$ cat src/rtl/pc_sequencer.sv
// pc_sequencer: registered program counter for the word-addressed MIPS datapath.
// The next PC comes from one of these sources, in priority order:
//   jr > jal > jump > branch_taken > sequential
// Only the highest-priority request is accepted. Lower requests are dropped.
// A stall holds the PC and suppresses all side effects.
// Every accepted redirect produces a one-cycle flush on the following cycle.
// A circular return-address stack (RAS) predicts jr targets:
//   - jal pushes the link address; when full, the oldest entry is overwritten.
//   - jr pops, and raises ras_miss if the prediction was absent or wrong.
//
// Ports:
//   clk, reset                      clock, asynchronous active-high reset
//   stall                           hold PC, ignore all control inputs
//   jal, jump, jr, branch_taken     redirect requests
//   jump_index                      26-bit target index for jump/jal
//   jr_target, branch_offset        jr register value, sign-extended word offset
//   pc, pc_plus, next_pc            current PC, PC+1 (link address), selected next PC
//   flush                           registered pulse after an accepted redirect
//   ras_pred, ras_empty, ras_miss   RAS top (0 if empty), empty flag, mispredict pulse
//
// Optional feature (define PC_PERF_CNT_EN):
//   redirect_count, ras_miss_count  wrapping 32-bit event counters
module pc_sequencer #(
  parameter int unsigned       ADDR_W    = 32,
  parameter logic [ADDR_W-1:0] RESET_PC  = '0,
  parameter int unsigned       RAS_DEPTH = 4
) (
  input  logic              clk,
  input  logic              reset,
  input  logic              stall,
  input  logic              jal,
  input  logic              jump,
  input  logic              jr,
  input  logic              branch_taken,
  input  logic [25:0]       jump_index,
  input  logic [ADDR_W-1:0] jr_target,
  input  logic [ADDR_W-1:0] branch_offset,
  output logic [ADDR_W-1:0] pc,
  output logic [ADDR_W-1:0] pc_plus,
  output logic [ADDR_W-1:0] next_pc,
  output logic              flush,
  output logic [ADDR_W-1:0] ras_pred,
  output logic              ras_empty,
  output logic              ras_miss
`ifdef PC_PERF_CNT_EN
  ,
  output logic [31:0]       redirect_count,
  output logic [31:0]       ras_miss_count
`endif
);

  localparam int unsigned PTR_W = $clog2(RAS_DEPTH);
  localparam int unsigned CNT_W = PTR_W + 1;
  localparam logic [CNT_W-1:0] CNT_FULL = CNT_W'(RAS_DEPTH);

  typedef enum logic [2:0] {
    SEL_HOLD,
    SEL_SEQ,
    SEL_BRANCH,
    SEL_JUMP,
    SEL_JAL,
    SEL_JR
  } sel_e;

  sel_e sel;

  logic [ADDR_W-1:0] pc_q, pc_d;
  logic              flush_q, flush_d;
  logic              ras_miss_q, ras_miss_d;
  logic [ADDR_W-1:0] ras_mem_q [RAS_DEPTH];
  logic [ADDR_W-1:0] ras_mem_d [RAS_DEPTH];
  logic [PTR_W-1:0]  wr_ptr_q, wr_ptr_d;
  logic [CNT_W-1:0]  ras_cnt_q, ras_cnt_d;

  logic [PTR_W-1:0]  top_idx;
  logic [ADDR_W-1:0] jump_target;
  logic              redirect;
  logic              push;
  logic              pop;

  assign pc_plus     = pc_q + ADDR_W'(1);
  assign jump_target = {pc_plus[ADDR_W-1:26], jump_index};

  // wr_ptr points at the next free slot, so the top of stack sits one below it.
  assign top_idx   = wr_ptr_q - PTR_W'(1);
  assign ras_empty = (ras_cnt_q == '0);
  assign ras_pred  = ras_empty ? '0 : ras_mem_q[top_idx];

  always_comb begin
    sel = SEL_SEQ;
    if (stall) begin
      sel = SEL_HOLD;
    end else if (jr) begin
      sel = SEL_JR;
    end else if (jal) begin
      sel = SEL_JAL;
    end else if (jump) begin
      sel = SEL_JUMP;
    end else if (branch_taken) begin
      sel = SEL_BRANCH;
    end
  end

  always_comb begin
    next_pc  = pc_plus;
    redirect = 1'b0;
    push     = 1'b0;
    pop      = 1'b0;
    unique case (sel)
      SEL_HOLD:   next_pc = pc_q;
      SEL_SEQ:    next_pc = pc_plus;
      SEL_BRANCH: begin
        next_pc  = pc_plus + branch_offset;
        redirect = 1'b1;
      end
      SEL_JUMP: begin
        next_pc  = jump_target;
        redirect = 1'b1;
      end
      SEL_JAL: begin
        next_pc  = jump_target;
        redirect = 1'b1;
        push     = 1'b1;
      end
      SEL_JR: begin
        next_pc  = jr_target;
        redirect = 1'b1;
        pop      = 1'b1;
      end
      default: next_pc = pc_plus;
    endcase
  end

  always_comb begin
    pc_d       = next_pc;
    flush_d    = redirect;
    ras_miss_d = pop && (ras_empty || (ras_mem_q[top_idx] != jr_target));
    ras_mem_d  = ras_mem_q;
    wr_ptr_d   = wr_ptr_q;
    ras_cnt_d  = ras_cnt_q;
    if (push) begin
      // When full, wr_ptr already points at the oldest entry,
      // so a plain write overwrites it.
      ras_mem_d[wr_ptr_q] = pc_plus;
      wr_ptr_d            = wr_ptr_q + PTR_W'(1);
      if (ras_cnt_q != CNT_FULL) begin
        ras_cnt_d = ras_cnt_q + CNT_W'(1);
      end
    end else if (pop && !ras_empty) begin
      wr_ptr_d  = top_idx;
      ras_cnt_d = ras_cnt_q - CNT_W'(1);
    end
  end

  always_ff @(posedge clk or posedge reset) begin
    if (reset) begin
      pc_q       <= RESET_PC;
      flush_q    <= 1'b0;
      ras_miss_q <= 1'b0;
      wr_ptr_q   <= '0;
      ras_cnt_q  <= '0;
      for (int unsigned i = 0; i < RAS_DEPTH; i++) begin
        ras_mem_q[i] <= '0;
      end
    end else begin
      pc_q       <= pc_d;
      flush_q    <= flush_d;
      ras_miss_q <= ras_miss_d;
      wr_ptr_q   <= wr_ptr_d;
      ras_cnt_q  <= ras_cnt_d;
      for (int unsigned i = 0; i < RAS_DEPTH; i++) begin
        ras_mem_q[i] <= ras_mem_d[i];
      end
    end
  end

  assign pc       = pc_q;
  assign flush    = flush_q;
  assign ras_miss = ras_miss_q;

`ifdef PC_PERF_CNT_EN
  logic [31:0] redirect_count_q, redirect_count_d;
  logic [31:0] ras_miss_count_q, ras_miss_count_d;

  // Each counter advances on the edge that raises its pulse.
  // The count therefore already includes the pulse currently visible.
  always_comb begin
    redirect_count_d = redirect_count_q + {31'd0, redirect};
    ras_miss_count_d = ras_miss_count_q + {31'd0, ras_miss_d};
  end

  always_ff @(posedge clk or posedge reset) begin
    if (reset) begin
      redirect_count_q <= '0;
      ras_miss_count_q <= '0;
    end else begin
      redirect_count_q <= redirect_count_d;
      ras_miss_count_q <= ras_miss_count_d;
    end
  end

  assign redirect_count = redirect_count_q;
  assign ras_miss_count = ras_miss_count_q;
`endif

endmodule

$ cat config.mk
export PLATFORM = sky130hd
export DESIGN_NAME = pc_sequencer
export DESIGN_NICKNAME = d
export VERILOG_FILES = /design/src/rtl/pc_sequencer.sv
export SDC_FILE = /design/constraint.sdc
export NUM_CORES = 1
export LEC_CHECK = 0
export CORE_ASPECT_RATIO = 0.5
export CORE_MARGIN = 2
export CORE_UTILIZATION = 45
export CTS_CLUSTER_DIAMETER = 60
export CTS_CLUSTER_SIZE = 30
export DETAILED_ROUTE_END_ITERATION = 10
export GPL_TIMING_DRIVEN = 0
export HOLD_SLACK_MARGIN = 0.03
export PLACE_DENSITY_LB_ADDON = 0.05
export SYNTH_ARGS = -nofsm -noshare
export SYNTH_HDL_FRONTEND = slang
export SYNTH_SLANG_ARGS = --single-unit
$ cat constraint.sdc
create_clock -name clk -period 11.47 [get_ports clk]
set_input_delay 1.147 -clock clk [delete_from_list [all_inputs] [get_ports clk]]
set_output_delay 1.147 -clock clk [all_outputs]
set_load 0.05 [all_outputs]
Yosys cells after proc, flatten, opt, wreduce, memory -nomap -nowiden

Index checks and enable logic that the tools add are counted.

Register bits after elaboration: 167
Bits of input ports: 97
Logic and storage cells: 59
Output and inout port bits: 131

$lt $le $gt $ge: 3
Equal/unequal tests: 7
Bitwise gates (word level): 2
Muxes and demuxes: 21
Reduce and logical (&&, ||, !) cells: 11
Add/subtract/negate cells: 6

Operator list:

| cell                  | number |
|---|---|
| $bwmux 128            | 1 |
| $mux 32               | 4 |
| $pmux 32 s4           | 1 |
| $bmux 32 s2           | 1 |
| $demux 32 s2          | 1 |
| $add 32x1->32 const B | 1 |
| $add 32x32->32        | 1 |
| $ne 32x32->1          | 1 |
| $mux 3                | 6 |
| $mux 2                | 4 |
| $eq 3x2->1 const B    | 2 |
| $eq 3x3->1 const B    | 2 |
| $ge 3x3->1 const B    | 2 |
| $logic_not 3->1       | 2 |
| $not 2->3             | 2 |
| $reduce_or 4->1       | 1 |
| $add 3x1->3 const B   | 1 |
| $logic_and 1x1->1     | 3 |
| $lt 3x1->1 const B    | 1 |
| $mux 1                | 3 |
| $ne 3x3->1 const B    | 1 |
| $sub 3x1->3 const B   | 1 |
| $add 2x1->2 const B   | 1 |
| $ne 2x1->1 const B    | 1 |
| 6 further kinds       | 6 |

Logic depth before layout (Yosys ltp)

Word-level depth: 10
Gate-level depth with buffers: 18
Depth with buffers taken out: 17

Least setup slack after synthesis

No wires, ideal clock.

Path kind: flip-flop to output port
Start: register pc_q[1] (netlist: pc[1])
End: output next_pc[31]
Required time: 10.323 ns
Stages on the path, launching flop included: 19
Data arrival time: 5.019 ns
Setup slack: 5.304 ns
Path buffers: 1
Cells stage by stage: dfrtp_1 -> ha_1 -> nand4_1 -> nor3_2 -> nand4_1 -> nor2_1 -> nand2_1 -> xor2_1 -> inv_1 -> ha_1 -> clkbuf_1 -> a21o_1 -> nor3_1 -> nand2_1 -> a31o_2 -> a221o_1 -> a31oi_1 -> xnor2_1 -> o21ai_1

Longest elaborated chain between the ends: 3

Ends and longest elaborated chain:

| item                   | line | source |
|---|---|---|
| start, declared        | 67   | `logic [ADDR_W-1:0] pc_q, pc_d;` |
| start signal, assigned | 166  | `pc_q <= pc_d;` |
| $add 32x1->32          | 81   | `assign pc_plus = pc_q + ADDR_W'(1);` |
| via pc_plus[26]        | 39   | `output logic [ADDR_W-1:0] pc_plus,` |
| $add 32x32->32         | 113  | `next_pc = pc_plus + branch_offset;` |
| $pmux 32 s4            | 109  | `unique case (sel)` |
| end, declared          | 40   | `output logic [ADDR_W-1:0] next_pc,` |

The timed path passes the listed nets, and every way through them passes these cells.

Worst setup path after layout

Start: register pc_q[1] (netlist: pc[1])
End: output next_pc[31]

Longest elaborated chain between the ends: 3

Ends and longest elaborated chain:

| item              | line |
|---|---|
| $add 32x1->32 (*) | 81 |
| $add 32x32->32    | 113 |
| $pmux 32 s4 (*)   | 109 |

Every way passes the cells marked *; elsewhere a longest branch is shown, timed or not.

==> results by group <==
Power and ir drop
  • Sequential power share: between 20% and 30%
  • LEAKAGE: approximately 5.8 nW
  • Comb pwr share: about three fifths
  • Peak supply drop: roughly 0.36 mV
  • Net Sw Frac: about half
  • Psw: approximately 2.1 mW
  • Pint: 2.17 mW
  • Power density cells: just over 300 nW/um2
  • Clock share of power: around 15%

STA
  • Final worst path period need: roughly 7.5 ns
  • Period utilisation layout: 65.4%
  • Final setup fails: 0
  • RSZ-0062 raised after global routing: no
  • Rel. slew slack: between 5 and 6%
  • Final hold vios: 0
  • Tightest Pin Transition: about 1.4 ns
  • Final Max Tran Viols: 0
  • Fin Clk Skew: 0.00888 ns
  • Fmax: between 100 and 150 MHz
  • Hold slack: a little under 0.5 ns
  • Post-route setup TNS: 0 ns

GRT
  • M1 GR Usage: between 50% and 60%
  • Most Used Layer, Global Route: met1
  • Antenna violations before repair: 0
  • Largest net degree at the start of global routing: 97
  • Number of global-route vias before repair: 10359
  • Met2 Track Usage GR: 49.6%
  • Overall Global Routing Usage: between 30% and 40%
  • Overflow after GRT: 0
  • First-pass GRT wire length: between 60 and 70 mm
  • M3 GR Usage: between 8 and 9%

Clock network
  • Worst-path clk slew: 0.07 ns
  • Clk sink count: 167
  • Latest clock arrival within the worst-skew pair: ~0.45 ns
  • Resized cells post-CTS: 0
  • Post-CTS Hold Fix Bufs: 0
  • CTS tree: built
  • Total CTS buffers: 17
  • Post-CTS setup buffer count: 0
  • Clock root cell: clkbuf_16
  • Clock Tree Buf Depth: 2
  • CTS H-tree lvls: 4

Floorplanning
  • Die ar.: around 25000 um2
  • IO Pins: 228
  • DIE HEIGHT: roughly 110 um
  • Core footprint: around 23000 um2
  • FP Rows: 39
  • Die W: 221 um
  • Initial Util: a little under half

Cells and area
  • Area growth, synth to finish: 31.5%
  • Share of cells above drive strength 1: roughly 6.4%
  • NumNets Final: between 1500 and 2000
  • Cell area after layout: 13900 um2
  • Filler instances: 2039
  • Antenna cells: 0
  • Most frequent cells in the layout: clkdlybuf4s50_1 (226), dfrtp_1 (167), a21oi_1 (136), nor2_1 (125), nand2_1 (120)
  • Most common cell after layout, fill and taps aside: clkdlybuf4s50_1

Run status
  • Outcome: finished, final reports clean

Setup path
  • Worst endpoint required time: 10.32 ns
  • Arrival time worst endpoint: about 6.4 ns
  • Critical Path Source Type: register
  • Worst Setup End Kind: output pin
  • Critical path peak fanout: 10
  • Worst Path Class, Setup: reg -> out

Drt
  • DRT iter0 DRCs: between 1000 and 1500
  • Final wirelength: 42.3 mm
  • Via Count: ~11000
  • Pre-antenna DRT Iters: 6
  • DRT antenna net count: 0
  • DR vias/cell: approximately 6
  • Residual DRC: 0
  • Routed wire per std cell: approximately 24 um

Placed design
  • Area after DPL: 13200 um2
  • Placer congestion estimate: 0.942
  • # port buffers: around 230
  • DP HPWL: ~33 mm

Flow run
  • Max cap viols: 0

Synth
  • Register area share after synthesis: 39.5%
  • Ys flop type: dfrtp_1
  • #FFs+latches synth: 167
  • Cell variety after synth: 66
  • Asr flop ratio synth: 100%
  • Netlist Area Pre-Place: between 10000 and 15000 um2
  • Synthesized area per cell: roughly 9 um2
  • Syn Nets: about 1300
  • Synth Instances: 1172
  • Post-synth EDFFs: 0
  • Ys Warns: 0

Hold path
  • Hold/Removal Path Class: reg -> reg
-- registers in the layout (all words and copies together) (netlist names) --
register / flops
flush: 1
pc: 32
ras_cnt_q: 3
ras_mem_q: 128
ras_miss: 1
wr_ptr_q: 2
-- power groups by stage --
stage          clock (mW)  sequential [mW]  combinational [mW]
4_1_cts             0.647            0.983                2.58
3_5_place_dp            0            0.991                2.56
2_1_floorplan           0             1.00                1.69
3_3_place_gp            0            0.977                2.53
5_1_grt             0.674             1.02                2.74
6_report            0.648            0.990                2.60
-- cell families (layout without fill, tap and decap cells) --
| logic type | count (synthesis) | count (layout) | synth area share, % |
|---|---|---|---|
| buffers and inverters | 121 | 380 | 4.43 |
| xor gates and xnor gates | 88 | 88 | 7.36 |
| and+or+nand+nor | 380 | 380 | 16.7 |
| DFF | 167 | 167 | 39.5 |
| adders and majority gates | 44 | 44 | 5.35 |
| AOI/OAI and AO/OA | 336 | 336 | 19.4 |
| muxes | 36 | 36 | 7.22 |
-- routing by layer --
metal  routed length, um  vias to the layer above
met5                   0                        -
met4                1040                        0
met3                4510                       71
met2               18200                      650
met1               18600                     5178
li1                    -                     4648
-- cell type report --
type / count / area, um2 / area share (%)
inverters: 50 / 195 / 1.40
clock buffers: 18 / 439 / 3.16
flip-flops and latches: 167 / 4180 / 30.1
plain buffers: 71 / 280 / 2.02
clock inverters: 14 / 210 / 1.51
well taps: 307 / 384 / 2.76
repair buffers: 227 / 2290 / 16.5
multi-input cells: 884 / 5920 / 42.6
-- metrics by stage --
| stage | power, mW | instances | worst slack (ns) | util [%] |
|---|---|---|---|---|
| 4_1_cts | 4.21 | 1738 | 4.07 | 60.6 |
| 6_report | 4.24 | 1738 | 3.97 | 60.6 |
| 2_1_floorplan | 2.70 | 1172 | 5.30 | - |
| 3_3_place_gp | 3.51 | 1705 | 3.55 | 57.6 |
| 5_1_grt | 4.43 | 1738 | 3.69 | 60.6 |
| 3_5_place_dp | 3.55 | 1706 | 4.55 | 57.8 |
-- worst paths after layout --
path,start,to,slack (ns),cells after the start
max,pc[1],next_pc[31],3.97,19
min,ras_mem_q[124],ras_mem_q[124],0.48,2
max reg2reg,wr_ptr_q[0],ras_miss,6.17,12
min reg2reg,ras_mem_q[124],ras_mem_q[124],0.48,2
max in group asynchronous,reset,ras_mem_q[100],9.44,3
min in group asynchronous,reset,ras_mem_q[28],1.13,2
-- worst max-delay path: stages (launching register included) --
cell and delay, ns:
dfrtp_1 0.42, ha_1 0.32, nand4_1 0.25, nor3_2 0.49
nand4_1 0.27, nor2_1 0.36, nand2_1 0.17, xor2_1 0.50
inv_1 0.13, ha_1 0.29, clkbuf_1 0.21, a21o_1 0.24
nor3_1 0.20, nand2_1 0.08, a31o_2 0.24, a221o_1 0.35
a31oi_1 0.24, xnor2_1 0.11, o21ai_1 0.17, clkdlybuf4s50_1 0.84
-- synthesized netlist by cell type, types with 16 or more instances --
cell | number | area share (%)
nor3_1 | 20 | 0.95
inv_1 | 50 | 1.8
xnor2_1 | 54 | 4.5
a21oi_1 | 136 | 6.4
dfrtp_1 | 167 | 40
nand4_1 | 16 | 0.95
nand2_1 | 120 | 4.3
o21ai_0 | 82 | 3.9
xor2_1 | 33 | 2.7
ha_1 | 42 | 5.0
nand3_1 | 22 | 1.0
nor2_1 | 125 | 4.4
clkbuf_1 | 53 | 1.9
nor2b_1 | 34 | 2.0
mux4_2 | 32 | 6.8
a22oi_1 | 17 | 1.2
Power figures use the tool's default switching activity.
